===== src/rtl/priority_request_serializer.sv =====
// Priority request serializer: accepts a request vector and emits one beat per
// set bit in priority order, with rank, last-beat flag and population count.
module priority_request_serializer #(
  parameter int unsigned N         = 12,
  parameter bit          MSB_FIRST = 1'b1
) (
  input  logic                 clk,
  input  logic                 reset,
  input  logic                 in_valid,
  output logic                 in_ready,
  input  logic [N-1:0]         in_req,
  output logic                 out_valid,
  input  logic                 out_ready,
  output logic [$clog2(N)-1:0] out_idx,
  output logic [$clog2(N)-1:0] out_rank,
  output logic                 out_last,
  output logic [$clog2(N):0]   out_count,
  output logic                 none_pulse
);

  localparam int unsigned IDX_W = $clog2(N);
  localparam int          NI    = int'(N);
  localparam logic [N-1:0] ONE  = N'(1);

  typedef enum logic {IDLE, EMIT} state_t;

  state_t           state_q, state_d;
  logic [N-1:0]     pending_q, pending_d;
  logic [IDX_W-1:0] rank_q, rank_d;
  logic [IDX_W:0]   count_q, count_d;
  logic [IDX_W-1:0] idx_q, idx_d;
  logic             last_q, last_d;
  logic             none_q, none_d;

  // Index of the next request to grant: highest or lowest set bit.
  function automatic logic [IDX_W-1:0] pick(input logic [N-1:0] v);
    logic [IDX_W-1:0] r;
    r = '0;
    if (MSB_FIRST) begin
      for (int i = 0; i < NI; i++) if (v[i]) r = IDX_W'(i);
    end else begin
      for (int i = NI - 1; i >= 0; i--) if (v[i]) r = IDX_W'(i);
    end
    return r;
  endfunction

  // Number of set bits in a request vector.
  function automatic logic [IDX_W:0] popcnt(input logic [N-1:0] v);
    logic [IDX_W:0] c;
    c = '0;
    for (int i = 0; i < NI; i++) c = c + (IDX_W+1)'(v[i]);
    return c;
  endfunction

  // True when exactly one bit is set.
  function automatic logic single_bit(input logic [N-1:0] v);
    return (v != '0) && ((v & (v - ONE)) == '0);
  endfunction

  // Next-state and next-output computation; the granted index and last flag
  // are precomputed from the next pending set so all beat outputs come from flops.
  always_comb begin
    state_d   = state_q;
    pending_d = pending_q;
    rank_d    = rank_q;
    count_d   = count_q;
    none_d    = 1'b0;
    case (state_q)
      IDLE: begin
        if (in_valid) begin
          if (in_req == '0) begin
            none_d = 1'b1;
          end else begin
            state_d   = EMIT;
            pending_d = in_req;
            rank_d    = '0;
            count_d   = popcnt(in_req);
          end
        end
      end
      EMIT: begin
        if (out_ready) begin
          pending_d = pending_q & ~(ONE << idx_q);
          if (last_q) begin
            state_d = IDLE;
            rank_d  = '0;
          end else begin
            rank_d = rank_q + IDX_W'(1);
          end
        end
      end
      default: state_d = IDLE;
    endcase
    idx_d  = pick(pending_d);
    last_d = single_bit(pending_d);
  end

  // State and output registers; reset wins over any accept or take.
  always_ff @(posedge clk) begin
    if (reset) begin
      state_q   <= IDLE;
      pending_q <= '0;
      rank_q    <= '0;
      count_q   <= '0;
      idx_q     <= '0;
      last_q    <= 1'b0;
      none_q    <= 1'b0;
    end else begin
      state_q   <= state_d;
      pending_q <= pending_d;
      rank_q    <= rank_d;
      count_q   <= count_d;
      idx_q     <= idx_d;
      last_q    <= last_d;
      none_q    <= none_d;
    end
  end

  assign in_ready   = (state_q == IDLE);
  assign out_valid  = (state_q == EMIT);
  assign out_idx    = idx_q;
  assign out_rank   = rank_q;
  assign out_last   = last_q;
  assign out_count  = count_q;
  assign none_pulse = none_q;

endmodule


===== config.mk =====
export PLATFORM = sky130hd
export DESIGN_NAME = priority_request_serializer
export DESIGN_NICKNAME = d
export VERILOG_FILES = /design/src/rtl/priority_request_serializer.sv
export SDC_FILE = /design/constraint.sdc
export NUM_CORES = 1
export LEC_CHECK = 0
export CORE_ASPECT_RATIO = 2
export CORE_MARGIN = 3
export CORE_UTILIZATION = 25
export DETAILED_ROUTE_END_ITERATION = 6
export GPL_ROUTABILITY_DRIVEN = 0
export PLACE_DENSITY_LB_ADDON = 0.2
export SLEW_MARGIN = 15
export SYNTH_ARGS = -nofsm -noshare
export SYNTH_HDL_FRONTEND = slang
export SYNTH_SLANG_ARGS = --single-unit

===== constraint.sdc =====
create_clock -name clk -period 9.9 [get_ports clk]
set_input_delay 2.97 -clock clk [delete_from_list [all_inputs] [get_ports clk]]
set_output_delay 2.97 -clock clk [all_outputs]
set_load 0.05 [all_outputs]

==> results by group <==
Final layout
  – Fraction of layout cells with a size suffix above 1: 0.0667
  – Fin util: 0.328
  – Ant. Diodes: 0
  – Commonest non-fill, non-tap cell in the layout: clkdlybuf4s50_1
  – Filler cell count: ~750
  – Syn-to-layout area delta: 26.8%
  – Number of nets in the layout: 270
  – Commonest non-fill, non-tap cells in the layout: clkdlybuf4s50_1, nor2_1, dfxtp_1, inv_1, nand2_1

Pwr
  – Internal power: 235 uW
  – Register share of total power: 0.339
  – Power share of the clock group: 0.261
  – Psw: 143 uW
  – Comb pwr share: 0.401
  – PD cells: approximately 170 mW/mm^2
  – P_leak: 0.870 nW
  – Switching share of total power: 0.378
  – Peak supply drop: 68.3 uV
  – Overall power: 378 uW

Die
  – Die Wd: roughly 66 um
  – I/O pins: 33
  – Die area: between 0.008 and 0.009 mm^2
  – CORE AREA: 0.00694 mm^2
  – Initial Util: 0.259
  – Die Ht: about 130 um
  – Row count: 43

Detailed routing
  – Antenna Violating Nets Remaining: 0
  – Initial drt markers: 90
  – Routed WL: between 5000 and 6000 um
  – Via/cell ratio: about 5
  – Wire per inst: 15.8 um
  – Number of remaining DRC errors: 0
  – Vias: around 1700
  – Detailed Routing Iterations Pass 1: 4

Synth
  – Sequential share of the synthesized area: 0.301
  – Syn_area_per_cell: 8.50 um^2
  – Asr flop ratio synth: 0
  – Mapped Area: 0.00179 mm^2
  – Post-synthesis cell count: ~210
  – Post-synth EDFFs: 0
  – Ys flop type: dfxtp_1
  – #FFs+latches synth: 27
  – Synth top area share: 0.301
  – Yosys warnings: 0
  – Syn nets: 240
  – Post-synth cell types: 51
  – Largest area contributor in the netlist: dfxtp_1
  – Main area contributors after synthesis: dfxtp_1, fa_1, nor2_1

Worst setup path
  – Slowest CP cell: fa_1
  – Worst setup SP type: primary input
  – Crit path DAT: around 6.6 ns
  – CP peak stage delay: 0.61 ns
  – Crit end category: flip-flop
  – Worst-path cell chain: clkdlybuf4s50_1, fa_1, inv_1, fa_1, fa_1, fa_1, inv_1, ha_1, inv_1, fa_1, xnor2_1, nand2_1, a21oi_1
  – Setup CP Type: in -> reg
  – R2R Path Start: out_valid
  – Crit path top cell by count: fa_1
  – Req. time, crit path: just over 10 ns
  – Worst setup path startpoint: in_req[0]
  – Max FO, Critical Path: 3

Timing
  – Fmax: between 150 and 200 MHz
  – Fin. Hold Viols: 0
  – Slew Limit Fails: 0
  – Tmin final: approximately 6.3 ns
  – Rel. slew slack: 0.501
  – Worst slew pin tran: 0.747 ns
  – Final-report setup violation count: 0
  – RSZ-0062 raised after global routing: no
  – Final period util: 0.641
  – Final setup TNS: 0 ns
  – Setup Skew: around 0.0035 ns

Clocking
  – Root Buffer: clkbuf_16
  – Max H-tree Level: 1
  – Hold_buf cts: 0
  – Maximum clock insertion buffer count: 2
  – Clock Sinks: 27
  – CTS tree: built
  – Clock slew at reported path FFs: 0.07 ns
  – Post-CTS Setup Inserts: 0
  – Num CTS Buffers: 3
  – Clock latency on the worst-skew pair: ~0.27 ns
  – Post-CTS sizing: 0

Place
  – DP Wirelength: around 4100 um
  – Port bufs: 31

Global route
  – First-pass GRT wire length: 8200 um
  – Total GRT Usage: 0.132
  – Initial antenna violation count: 0
  – GRT overflow: 0
  – Vias in the first global route: about 1600
  – Largest net degree at the start of global routing: 30

Status
  – Status: completed

Flow run
  – Max-Cap Viols: 0

Hold path
  – Hold wc startpoint: out_count[0]
  – Hold Path Class: reg -> reg
## sequential cells by signal (all words and copies together) (netlist names)
name and count:
pending_q 12, out_count 4, out_last 1, out_idx 4, out_rank 4, none_pulse 1, out_valid 1
## final timing paths
check | endpoint | slack [ns] | cells past startpoint
min | out_count[0] | 0.46 | 2
min reg2reg | out_count[0] | 0.46 | 2
max | out_count[2] | 3.56 | 13
max reg2reg | out_last | 7.17 | 7
## kinds of logic (layout without fill, tap and decap cells)
| family | after synthesis | after routing | synth area share |
|---|---|---|---|
| AO/OA/AOI/OAI | 50 | 50 | 0.211 |
| flip-flops | 27 | 27 | 0.301 |
| AND/OR/NAND/NOR | 86 | 86 | 0.264 |
| XOR/XNOR | 2 | 2 | 0.00976 |
| adder cells (fa/ha/maj) | 13 | 13 | 0.120 |
| buffers and inverters | 27 | 56 | 0.0600 |
| other | 1 | 1 | 0.00209 |
| multiplexers | 5 | 5 | 0.0321 |
## power groups by stage
stage               clock network, mW  logic, mW  registers (mW)
floorplan                           0     0.0844           0.151
global placement                    0      0.154           0.130
detailed placement                  0      0.153           0.130
CTS                             0.101      0.154           0.128
global route                    0.105      0.170           0.129
finish                         0.0984      0.151           0.128
## synth_stat cells (2+ instances only)
cell / instances
a211oi_1: 3
a21oi_1: 11
a2bb2oi_1: 2
a311oi_1: 3
and2_1: 4
and3b_1: 2
and4_1: 2
buf_2: 2
clkbuf_1: 4
dfxtp_1: 27
fa_1: 7
ha_1: 6
inv_1: 20
mux2i_1: 3
mux2i_2: 2
nand2_1: 16
nand2b_1: 4
nand3_1: 4
nand4b_1: 3
nor2_1: 27
nor2b_1: 3
nor3_1: 7
nor3b_1: 2
nor4_1: 3
nor4_2: 2
o21a_1: 3
o21ai_0: 7
o21ai_1: 2
o31a_1: 3
o31ai_1: 4
or2_2: 2
xnor2_1: 2
## routing by layer
layer  GRT usage  up-vias  wire length (um)
li1            -      801                 -
met1       0.133      787              1950
met2       0.235       59              2770
met3      0.0143       20               187
met4       0.104        0               305
met5           0        -                 0
## stage by stage
stage | cells | hold slack [ns] | setup WS (ns) | cell area, um^2
2_1_floorplan | 211 | 0.555 | 4.01 | 1790
3_3_place_gp | 326 | 0.448 | 3.28 | 2190
3_5_place_dp | 326 | 0.450 | 3.25 | 2190
4_1_cts | 330 | 0.460 | 3.55 | 2270
5_1_grt | 330 | 0.490 | 3.33 | 2270
6_report | 330 | 0.457 | 3.56 | 2270
## layout make-up
class                   instances  area, um^2  area share
clock buffers                   3        75.1      0.0330
clock inverters                 1        7.51     0.00330
inverters                      20        75.1      0.0330
multi-input cells             157        1150       0.504
flip-flops and latches         27         541       0.238
well taps                      90         113      0.0495
repair buffers                 32         318       0.140
## critical path, delay by kind of cell
family                     cells  cell delay (ns)
adders and majority gates      6             2.52
buffers and inverters          4             0.69
AOI/OAI and AO/OA              1             0.16
xor gates and xnor gates       1             0.14
and+or+nand+nor                1             0.07
No activity file was read; power rests on OpenSTA's default activity.
